===== config.mk =====
export PLATFORM = sky130hd
export DESIGN_NAME = stk_ctrl
export DESIGN_NICKNAME = d
export VERILOG_FILES = /design/src/rtl/stk_pkg.sv /design/src/rtl/stk_ctrl_mem.sv /design/src/rtl/stk_ctrl.sv
export SDC_FILE = /design/constraint.sdc
export NUM_CORES = 1
export LEC_CHECK = 0
export CAP_MARGIN = 5
export CORE_UTILIZATION = 50
export DETAILED_ROUTE_END_ITERATION = 10
export GPL_ROUTABILITY_DRIVEN = 1
export GPL_TIMING_DRIVEN = 0
export PLACE_DENSITY = 0.79
export SKIP_CTS_REPAIR_TIMING = 1
export SLEW_MARGIN = 20
export SYNTH_ARGS = -nofsm -noshare
export SYNTH_HDL_FRONTEND = slang
export SYNTH_SLANG_ARGS = --single-unit

===== constraint.sdc =====
create_clock -name clk -period 7.95 [get_ports clk]
set_clock_uncertainty 0.1 [all_clocks]
set_input_delay 1.59 -clock clk [delete_from_list [all_inputs] [get_ports clk]]
set_output_delay 1.59 -clock clk [all_outputs]
set_load 0.02 [all_outputs]

===== src/rtl/stk_pkg.sv =====
// stk_pkg: shared types and helpers for the stack engine.
//   opcode_t        command opcodes (PUSH, POP and, when STK_CTRL_PEEK_EN is
//                   defined, PEEK).
//   rsp_t           generic response container (error flag plus data).
//                   Its data field is sized for the widest supported stack.
//                   A consumer keeps only the low W bits.
//   is_legal_opcode returns 1 for opcodes the engine executes.
// Optional feature macro: STK_CTRL_PEEK_EN (adds OPCODE_PEEK = 2'b11).
package stk_pkg;

  localparam int STK_MAX_W = 64;

  typedef enum logic [1:0] {
    OPCODE_PUSH = 2'b01,
`ifdef STK_CTRL_PEEK_EN
    OPCODE_PEEK = 2'b11,
`endif
    OPCODE_POP  = 2'b10
  } opcode_t;

  typedef struct packed {
    logic                 err;
    logic [STK_MAX_W-1:0] dat;
  } rsp_t;

  function automatic logic is_legal_opcode(input opcode_t op);
    logic legal;
    case (op)
      OPCODE_PUSH: legal = 1'b1;
      OPCODE_POP:  legal = 1'b1;
`ifdef STK_CTRL_PEEK_EN
      OPCODE_PEEK: legal = 1'b1;
`endif
      default:     legal = 1'b0;
    endcase
    return legal;
  endfunction

endpackage


===== src/rtl/stk_ctrl_mem.sv =====
// stk_ctrl_mem: N x W flop array backing the stack.
//   clk    in  clock
//   we     in  write enable
//   waddr  in  write index
//   wdat   in  write data
//   raddr  in  read index (combinational read)
//   rdat   out read data, mem[raddr]; 0 for an index past the last entry
// Contents are deliberately not reset.
module stk_ctrl_mem
  import stk_pkg::*;
#(
  parameter int W  = 32,
  parameter int N  = 16,
  parameter int AW = $clog2(N)
) (
  input  logic          clk,
  input  logic          we,
  input  logic [AW-1:0] waddr,
  input  logic [W-1:0]  wdat,
  input  logic [AW-1:0] raddr,
  output logic [W-1:0]  rdat
);

  logic [W-1:0] mem_q [N];

  always_ff @(posedge clk) begin
    if (we && (int'(waddr) < N)) begin
      mem_q[waddr] <= wdat;
    end
  end

  // Non-power-of-two depths leave unused index codes; return 0 for those.
  assign rdat = (int'(raddr) < N) ? mem_q[raddr] : '0;

endmodule


===== src/rtl/stk_ctrl.sv =====
// stk_ctrl: LIFO stack engine with valid/ready command and response sides.
//   clk         in  clock
//   arst        in  asynchronous reset, active-high
//   cmd_vld     in  command valid
//   cmd_opcode  in  stk_pkg::opcode_t encoding
//   cmd_dat     in  push data (ignored for other opcodes)
//   cmd_rdy     out command accepted when cmd_vld & cmd_rdy
//   rsp_vld     out response valid
//   rsp_dat     out popped/peeked data, 0 for push and errors
//   rsp_err     out overflow, underflow or illegal opcode
//   rsp_rdy     in  response consumed when rsp_vld & rsp_rdy
//   empty       out occupancy == 0
//   full        out occupancy == N
//   level       out current occupancy
// Optional feature macro: STK_CTRL_PEEK_EN (opcode 2'b11 reads top of stack
// without popping; otherwise 2'b11 is illegal).
// N must be at least 2.
module stk_ctrl
  import stk_pkg::*;
#(
  parameter int W = 32,
  parameter int N = 16
) (
  input  logic                   clk,
  input  logic                   arst,
  input  logic                   cmd_vld,
  input  logic [1:0]             cmd_opcode,
  input  logic [W-1:0]           cmd_dat,
  output logic                   cmd_rdy,
  output logic                   rsp_vld,
  output logic [W-1:0]           rsp_dat,
  output logic                   rsp_err,
  input  logic                   rsp_rdy,
  output logic                   empty,
  output logic                   full,
  output logic [$clog2(N+1)-1:0] level
);

  localparam int LW = $clog2(N + 1);
  localparam int AW = $clog2(N);

  logic [LW-1:0] level_q, level_d;
  logic          empty_q, empty_d;
  logic          full_q, full_d;
  logic          rsp_vld_q, rsp_vld_d;
  logic          rsp_err_q, rsp_err_d;
  logic [W-1:0]  rsp_dat_q, rsp_dat_d;

  logic          mem_we;
  logic [AW-1:0] mem_waddr;
  logic [AW-1:0] mem_raddr;
  logic [W-1:0]  mem_rdat;

  logic          accept;
  opcode_t       op;

  assign op = opcode_t'(cmd_opcode);

  // The response register doubles as a one-entry skid: a new command can be
  // taken whenever the held response is empty or leaving this cycle.
  assign cmd_rdy = !rsp_vld_q || rsp_rdy;
  assign accept  = cmd_vld && cmd_rdy;

  // Top of stack sits at level-1; the next free slot is at level. Both use
  // the low address bits only, since level == N never addresses the array
  // for writes (full) and level == 0 never reads (empty).
  assign mem_waddr = level_q[AW-1:0];
  assign mem_raddr = level_q[AW-1:0] - AW'(1);

  stk_ctrl_mem #(
    .W  (W),
    .N  (N),
    .AW (AW)
  ) u_mem (
    .clk   (clk),
    .we    (mem_we),
    .waddr (mem_waddr),
    .wdat  (cmd_dat),
    .raddr (mem_raddr),
    .rdat  (mem_rdat)
  );

  always_comb begin
    level_d   = level_q;
    rsp_vld_d = rsp_vld_q && !rsp_rdy;
    rsp_err_d = rsp_err_q;
    rsp_dat_d = rsp_dat_q;
    mem_we    = 1'b0;

    if (accept) begin
      rsp_vld_d = 1'b1;
      rsp_err_d = 1'b1;
      rsp_dat_d = '0;
      if (is_legal_opcode(op)) begin
        case (op)
          OPCODE_PUSH: begin
            if (!full_q) begin
              mem_we    = 1'b1;
              level_d   = level_q + LW'(1);
              rsp_err_d = 1'b0;
            end
          end
          OPCODE_POP: begin
            if (!empty_q) begin
              level_d   = level_q - LW'(1);
              rsp_err_d = 1'b0;
              rsp_dat_d = mem_rdat;
            end
          end
`ifdef STK_CTRL_PEEK_EN
          OPCODE_PEEK: begin
            if (!empty_q) begin
              rsp_err_d = 1'b0;
              rsp_dat_d = mem_rdat;
            end
          end
`endif
          default: begin
            rsp_err_d = 1'b1;
          end
        endcase
      end
    end

    // Status flags are registered alongside the level they describe.
    empty_d = (level_d == '0);
    full_d  = (level_d == LW'(N));
  end

  always_ff @(posedge clk or posedge arst) begin
    if (arst) begin
      level_q   <= '0;
      empty_q   <= 1'b1;
      full_q    <= 1'b0;
      rsp_vld_q <= 1'b0;
      rsp_err_q <= 1'b0;
      rsp_dat_q <= '0;
    end else begin
      level_q   <= level_d;
      empty_q   <= empty_d;
      full_q    <= full_d;
      rsp_vld_q <= rsp_vld_d;
      rsp_err_q <= rsp_err_d;
      rsp_dat_q <= rsp_dat_d;
    end
  end

  assign rsp_vld = rsp_vld_q;
  assign rsp_err = rsp_err_q;
  assign rsp_dat = rsp_dat_q;
  assign empty   = empty_q;
  assign full    = full_q;
  assign level   = level_q;

endmodule


After elaboration in Yosys (flattened, before gate mapping)
Memories as Yosys holds them, arrays and structs flattened. Cells that the tools add are included.

Bitwise gates (word level): 0. Multiplexer cells: 21. Shift operators: 0. Add/sub/neg operators: 3. Reductions and logical operators: 7. Divide/modulo/power cells: 0. Order comparisons: 0. Multiply operators: 0. Eq/ne operators: 3.

Operators by type and width (number): 32-bit two-way mux (3); 5-bit two-way mux (4); 1-bit two-way mux (12); 5-bit case mux with 2 select lines (1); 5-bit by 1-bit adder with 5-bit output, second input constant (1); 5-bit == test, second input constant (1); 5-bit logical NOT (1); 5-bit by 1-bit subtractor with 5-bit output, second input constant (1); 4-bit by 1-bit subtractor with 4-bit output, second input constant (1); 2-bit by 1-bit == test with 1-bit output, second input constant (1); 2-bit == test, second input constant (1); 1-bit logical AND (2); 1-bit logical NOT (2); 1-bit case mux with 2 select lines (1); 2-bit OR reduction (1); 1-bit logical OR (1).

Bits in latches: 0. Memories kept: 1. Input bits: 38. Output and inout bits: 42. Register bits: 41. Logic and storage cells: 41. Memory bits (writable): 512. Bits in read-only memories: 0.

Memories: u_mem.mem_q (words 16, bits a word 32, read ports 1, clocked after Yosys merged registers in 0, wr ports 1, line stk_ctrl_mem.sv:24) `logic [W-1:0] mem_q [N];`.

Longest topological paths before layout
Gate-level depths: netlist (run 1).

Depth in word-level cells: 8. Mapped depth: 11. Mapped depth without buffers: 7.

Hierarchy
From an unflattened synthesis (run 1), not the netlist that was laid out.

Cells, all modules: 955. Area, all modules: 21015.2 sq um.

By module, submodules not included: stk_ctrl_mem (sequential area each 15374.7 sq um, area each 19213.4 sq um, instances 1, cells an instance 806); stk_ctrl (sequential area each 1027.2 sq um, area each 1801.7 sq um, instances 1, cells an instance 149).

Worst setup path before layout (run 1)
OpenSTA, ideal clock, no wires.

Path type: input-to-reg. From: input port cmd_opcode[0]. To: memory u_mem.mem_q[0][0], enable pin. Required time: 7.389 ns. Setup slack: 2.531 ns. Library setup time: 0.461 ns. Buffers on the path: 0. Data arrival time: 4.858 ns. Stages: 6. Cells stage by stage: inv_1 ha_1 nand3b_1 nor3_1 nand2_1 nor3_1.

Cells in the longest elaborated chain, start to end: 8. Elaborated cells on any way between the ends: 10. Classes of those cells: 2 x eq/ne; 7 x mux; 1 x reduce/logical.

RTL lines: from (decl) (line stk_ctrl.sv:27) `input logic [1:0] cmd_opcode,`; 2-bit == test / 2-bit by 1-bit == test with 1-bit output (equally long branches) (line stk_pkg.sv:28, stk_ctrl.sv:95); 2-bit OR reduction (no source line); 1-bit two-way mux (line stk_pkg.sv:28) `case (op)`; 1-bit two-way mux (line stk_ctrl.sv:90) `if (accept) begin`; 1-bit two-way mux * (line stk_ctrl.sv:94) `if (is_legal_opcode(op)) begin`; 1-bit two-way mux * (line stk_ctrl.sv:90); 1-bit two-way mux * (line stk_ctrl_mem.sv:27) `if (we && (int'(waddr) < N)) begin`; 1-bit two-way mux (not written as such) * (line stk_ctrl_mem.sv:28) `mem_q[waddr] <= wdat;`; to (decl) (line stk_ctrl_mem.sv:24).

Every way passes the cells marked *; elsewhere a longest branch is shown, timed or not. The select of a mux whose other input is x is not followed.

Final worst setup path (run 1)
From: input port cmd_opcode[0]. To: memory u_mem.mem_q[1][31], enable pin.

The elaborated chain is that of the path after synthesis.

==> results of run 1 <==
[stage by stage]
stage               power [uW]  TNS, ps  hold slack (ps)
floorplan                 5530        0              491
global placement          6380   -60660              369
detailed placement        6500        0              381
CTS                       8880        0              394
global route              9160        0              427
finish                    8840        0              387
[registers in the layout, indices dropped and copies added (netlist names)]
| register | flops |
|---|---|
| rsp_vld | 1 |
| u_mem.mem_q | 512 |
| rsp_dat | 32 |
| empty | 1 |
| level | 5 |
| full | 1 |
| rsp_err | 1 |
[power by group through the flow]
stage | combinational [uW] | clock [uW] | sequential (uW)
final | 3150 | 2380 | 3310
after global routing | 3340 | 2510 | 3320
after CTS | 3170 | 2400 | 3310
after detailed placement | 3130 | 0 | 3370
after global placement | 3020 | 0 | 3370
after floorplan | 2110 | 0 | 3420
[worst max-delay path, stage by stage]
cell	delay, ps
clkdlybuf4s50_1	500
inv_1	50
ha_1	290
nand3b_1	320
nor3_1	480
nand2_1	350
nor3_2	610
buf_4	330
buf_4	220
[cell usage in the layout (no fill, tap or decap), drive strengths merged, types with 33 or more instances in the layout]
master         synthesis  final
clkinv                16     34
dfrtp                 40     40
a21boi                34     34
nand2                 43     43
mux4                 128    128
buf                   37     72
o21ai                 36     36
inv                   54     54
clkbuf                18     91
clkdlybuf4s50          0     79
o22ai                 33     33
edfxtp               512    512
[routing by layer]
| layer | GRT usage (%) | routed length (um) |
|---|---|---|
| met3 | 4.03 | 4290 |
| met4 | 7.50 | 1430 |
| met1 | 31.1 | 19000 |
| met2 | 37.8 | 24300 |
| met5 | 0 | 0 |
[final timing paths]
path | end | cells past startpoint | slack (ps) | startpoint
worst max-delay path | u_mem.mem_q[1][31] | 9 | 3360 | cmd_opcode[0]
worst min-delay path | rsp_dat[25] | 2 | 390 | rsp_dat[25]
worst max register to register | rsp_dat[9] | 9 | 4190 | level[0]
worst min register to register | rsp_dat[25] | 2 | 390 | rsp_dat[25]
max in group asynchronous | rsp_dat[15] | 3 | 5980 | arst
min in group asynchronous | level[4] | 2 | 1240 | arst
[cells by family (layout without fill, tap and decap cells)]
group | count (synthesis) | count (layout) | share of synthesized area (%)
multiplexers | 129 | 129 | 13.4
AO/OA/AOI/OAI | 152 | 152 | 5.30
flip-flops | 553 | 553 | 76.1
adder cells (fa/ha/maj) | 7 | 7 | 0.406
AND/OR/NAND/NOR | 91 | 91 | 2.02
buffers and inverters | 125 | 334 | 2.80
[layout make-up]
class | count | area, um^2 | share of cell area [%]
Tap cell | 539 | 674 | 2.66
Inverter | 70 | 263 | 1.04
Buffer | 55 | 340 | 1.34
Sequential cell | 553 | 16400 | 64.6
Clock buffer | 73 | 1440 | 5.68
Clock inverter | 22 | 188 | 0.740
Timing Repair Buffer | 114 | 1390 | 5.49
Multi-Input combinational cell | 379 | 4670 | 18.4
==> results.cfg, run 1 <==
[power]
power.share.combinational_pct = 35.7
swShare_pct = 32.0
intPower_uw = 6010
power_frac_clock_pct = 26.9
power.density_nw_per_um2 = 348
seqPwrFrac_pct = 37.4
power_switching_uw = 2830
vdd_drop_max_mv = 0.217
p_leak_uw = 0.00831

[sta]
timing.final.ws_setup_ps = 3360
worstMarginPinSlew_ps = 904
min_period_over_period_pct = 57.8
fmax_ghz = 0.218
finalSetupViolCount = 0
slew_viol_final = 0
slew-limit-headroom_pct = 39.8
fin_crit_ps = 4590
hold_viol = 0
rsz0062_at_grt = false

[final_layout]
fin_util_pct = 60.1
final_cell_area_um2 = 25400
diodes = 0
layout.cells.non_filler = 1805
fin_nets = 1269
fill_cells = 2843
synthToLayoutAreaGrowth_pct = 17.7
drive_gt1_share_pct = 25.4

[grt]
grt_pass1_wl_um = 72900
antenna_found_initial = 0
grt_max_degree = 27
grt-ovfl-total = 0
track_usage_pct = 22.9
grt_pass1_vias = 11600

[placement]
place_area_um2 = 23700
dp_cells = 1710
hpwl_um = 31400
gp_congestion = 0.785
place_ws_ps = 2860
io_buffers = 79

[yosys]
synthTopCellsByCount = edfxtp_1 (512), mux4_2 (128), inv_1 (54)
synthTopCellsByArea = edfxtp_1 (71%), mux4_2 (13%), dfrtp_1 (4.6%)
synth_warnings = 0
ys_ff_latch = 553
seq_area_frac_synth_pct = 76.1
syn_nets = 1102
syn_avg_cell_area_um2 = 20.4
yosysTopAreaCell = edfxtp_1
ys_types = 47
synth_ff_type = edfxtp_1
async_reset_ff_share_pct = 7.41
syn_area_um2 = 21600
synth-edff-count = 512
yosys.area.top_type_share_pct = 71.3
synthCells = 1057
synthMostInstantiatedCell = edfxtp_1

[floorplan]
die-width_um = 210
dieArea_um2 = 44000
ios = 80
rows = 75
initial_core_util_pct = 51.1
coreArea_um2 = 42200
die_h_um = 210

[clocking]
ctsHtreeMaxLevel = 2
cts_tree = yes
clockRootBuffer = clkbuf_16
path_clk_slew_ps = 60
worstSkewPairLatency_ps = 570
tritoncts.num_buffers = 51
cts_sinks = 553
cts.path.max_buffers = 3

[critical_path]
setup.worst_path.end_class = flip-flop
cp.arrival_ps = 4760
crit_type = in -> reg
start_kind = input port
path_max_fanout = 8
required_ps = 8120

[route]
drt_iter0_markers = 1417
postRouteAntennaNets = 0
vias = 11100
viasPerCell = 6.17
drc_errors = 0
dr.pass1.iters = 6
detail_route.wl_per_cell_um = 27.2
routed_wirelength_um = 49000

[run_status]
status = finished, final reports clean

[run]
cap_violations = 0

[hold_path]
hp-class = reg -> reg
Note: power is estimated with default switching activity, not from simulation.
==> run 2: changes to the inputs <==
--- a/config.mk
+++ b/config.mk
@@ -10,7 +10,7 @@
 export DETAILED_ROUTE_END_ITERATION = 10
 export GPL_ROUTABILITY_DRIVEN = 1
 export GPL_TIMING_DRIVEN = 0
-export PLACE_DENSITY = 0.79
+export PLACE_DENSITY = 0.82
 export SKIP_CTS_REPAIR_TIMING = 1
 export SLEW_MARGIN = 20
 export SYNTH_ARGS = -nofsm -noshare
==> constraint.sdc (replaced) <==
create_clock -name clk -period 4.1 [get_ports clk]
set_clock_uncertainty 0.1 [all_clocks]
set_input_delay 0.82 -clock clk [delete_from_list [all_inputs] [get_ports clk]]
set_output_delay 0.82 -clock clk [all_outputs]
set_load 0.02 [all_outputs]
==> results.cfg, run 2 (synthesized netlist as in run 1, its figures left out) <==
[final_layout]
largest_reg_flops = 512
final_common_cell = edfxtp_1
top_register = u_mem.mem_q
synthToLayoutAreaGrowth_pct = 17.4
fin_nets = 1256
drive_gt1_share_pct = 25.2
layout_common_cells = edfxtp_1 (512), mux4_2 (128), clkdlybuf4s50_1 (79)

[clocking]
clockRootBuffer = clkbuf_16
path_clk_slew_ps = 70
cts_tree = yes
cts.path.max_buffers = 3
cts_sinks = 553
tritoncts.num_buffers = 52
ctsHtreeMaxLevel = 2
worstSkewPairLatency_ps = 580

[critical_path]
cp_top_family = buffers and inverters
rr_endpoint = rsp_dat[30]
worstSetupPathDepth = 9
ff2ff_setup_slack_ps = 110
crit_type = reg -> reg
cp_cell_sequence = buf_4, buf_4, inv_1, ha_1, clkbuf_1, mux4_2, a21boi_1, o41ai_1, o21ai_1
setup.worst_path.end_class = flip-flop
start_kind = flip-flop
critPathCapture = rsp_dat[30]
slowest_delay_ps = 820
required_ps = 4430
reg2reg_from = level[0]
cpMaxStageDelayCell = o41ai_1
crit_start = level[0]
cp.arrival_ps = 4320
reg2reg_depth = 9
crit_buf_inv = 4
crit_top_cell = buf_4
path_max_fanout = 10

[route]
dr.pass1.iters = 5
drc_errors = 0
vias = 11200
viasPerCell = 6.23
detail_route.wl_per_cell_um = 27.6
postRouteAntennaNets = 0
routed_wirelength_um = 49400
drt_iter0_markers = 1242

[placement]
io_buffers = 79
hpwl_um = 30300
gp_congestion = 0.802

[grt]
antenna_found_initial = 1
grt-ovfl-total = 0
track_usage_pct = 23.0
grt_pass1_wl_um = 73900
grt_max_degree = 22
grt_pass1_vias = 11700

[sta]
whs_ps = 382
min_period_over_period_pct = 97.4
fmax_ghz = 0.250
hold_viol = 0
rsz0062_at_grt = false
slew_viol_final = 0
slew-limit-headroom_pct = 36.9
worstMarginPinSlew_ps = 947
finalSetupViolCount = 0
fin_crit_ps = 3990

[run]
cap_violations = 0

[power]
power.density_nw_per_um2 = 690
power.total_uw = 17500
p_leak_uw = 0.00823
vdd_drop_max_mv = 0.401

[floorplan]
ios = 80
dieArea_um2 = 44000
coreArea_um2 = 42200
die-width_um = 210
die_h_um = 210
initial_core_util_pct = 51.1
rows = 75

[run_status]
status = finished, final reports clean

[hold_path]
hp-class = reg -> reg
==> run 2: worst register-to-register path, delay by kind of cell, from the launching register on <==
kind,cells,cell delay (ps)
buffers and inverters,4,1270
adders and majority gates,1,380
DFF,1,560
AOI/OAI and AO/OA,3,1130
muxes,1,410
==> run 2: worst min path at each step <==
stage                      startpoint          end  slack (ps)  depth (start not counted)
after detailed placement   rsp_dat[6]   rsp_dat[6]         370                          2
after global placement    rsp_dat[26]  rsp_dat[26]         370                          2
after CTS                  rsp_dat[6]   rsp_dat[6]         390                          2
final                     rsp_dat[27]  rsp_dat[27]         380                          2
after global routing      rsp_dat[31]  rsp_dat[31]         420                          2
after floorplan           rsp_dat[29]  rsp_dat[29]         490                          2
==> run 2: cell type report <==
| class | instances | area, um^2 |
|---|---|---|
| Timing Repair Buffer | 100 | 1200 |
| Fill cell | 2864 | 16900 |
| Sequential cell | 553 | 16400 |
| Antenna cell | 1 | 2.50 |
| Tap cell | 539 | 674 |
| Multi-Input combinational cell | 379 | 4700 |
| Buffer | 55 | 340 |
| Inverter | 70 | 263 |
| Clock inverter | 38 | 375 |
| Clock buffer | 59 | 1370 |
==> run 2: layer usage <==
layer | global-route usage [%] | wire length [um] | vias up
li1 | - | - | 4587
met1 | 31.0 | 18800 | 5754
met2 | 38.8 | 25000 | 729
met3 | 3.95 | 4440 | 105
met4 | 6.72 | 1190 | 0
met5 | 0 | 0 | -
==> run 2: metrics by stage <==
step | setup slack (ps) | instance area [um^2] | util [%] | instances | TNS [ps]
floorplan | 305 | 21600 | - | 1057 | 0
global placement | -1940 | 23100 | 54.6 | 1675 | -866930
detailed placement | -22.9 | 23600 | 55.8 | 1696 | -408
CTS | 227 | 25300 | 60.0 | 1793 | 0
global route | 24.7 | 25300 | 60.0 | 1794 | 0
finish | 106 | 25300 | 60.0 | 1794 | 0
==> run 2: power by group <==
group / leakage, uW / internal [uW] / switching [uW]
clock network: 0.000850 / 2800 / 2100
registers: 0.00515 / 6310 / 107
logic: 0.00223 / 2700 / 3480
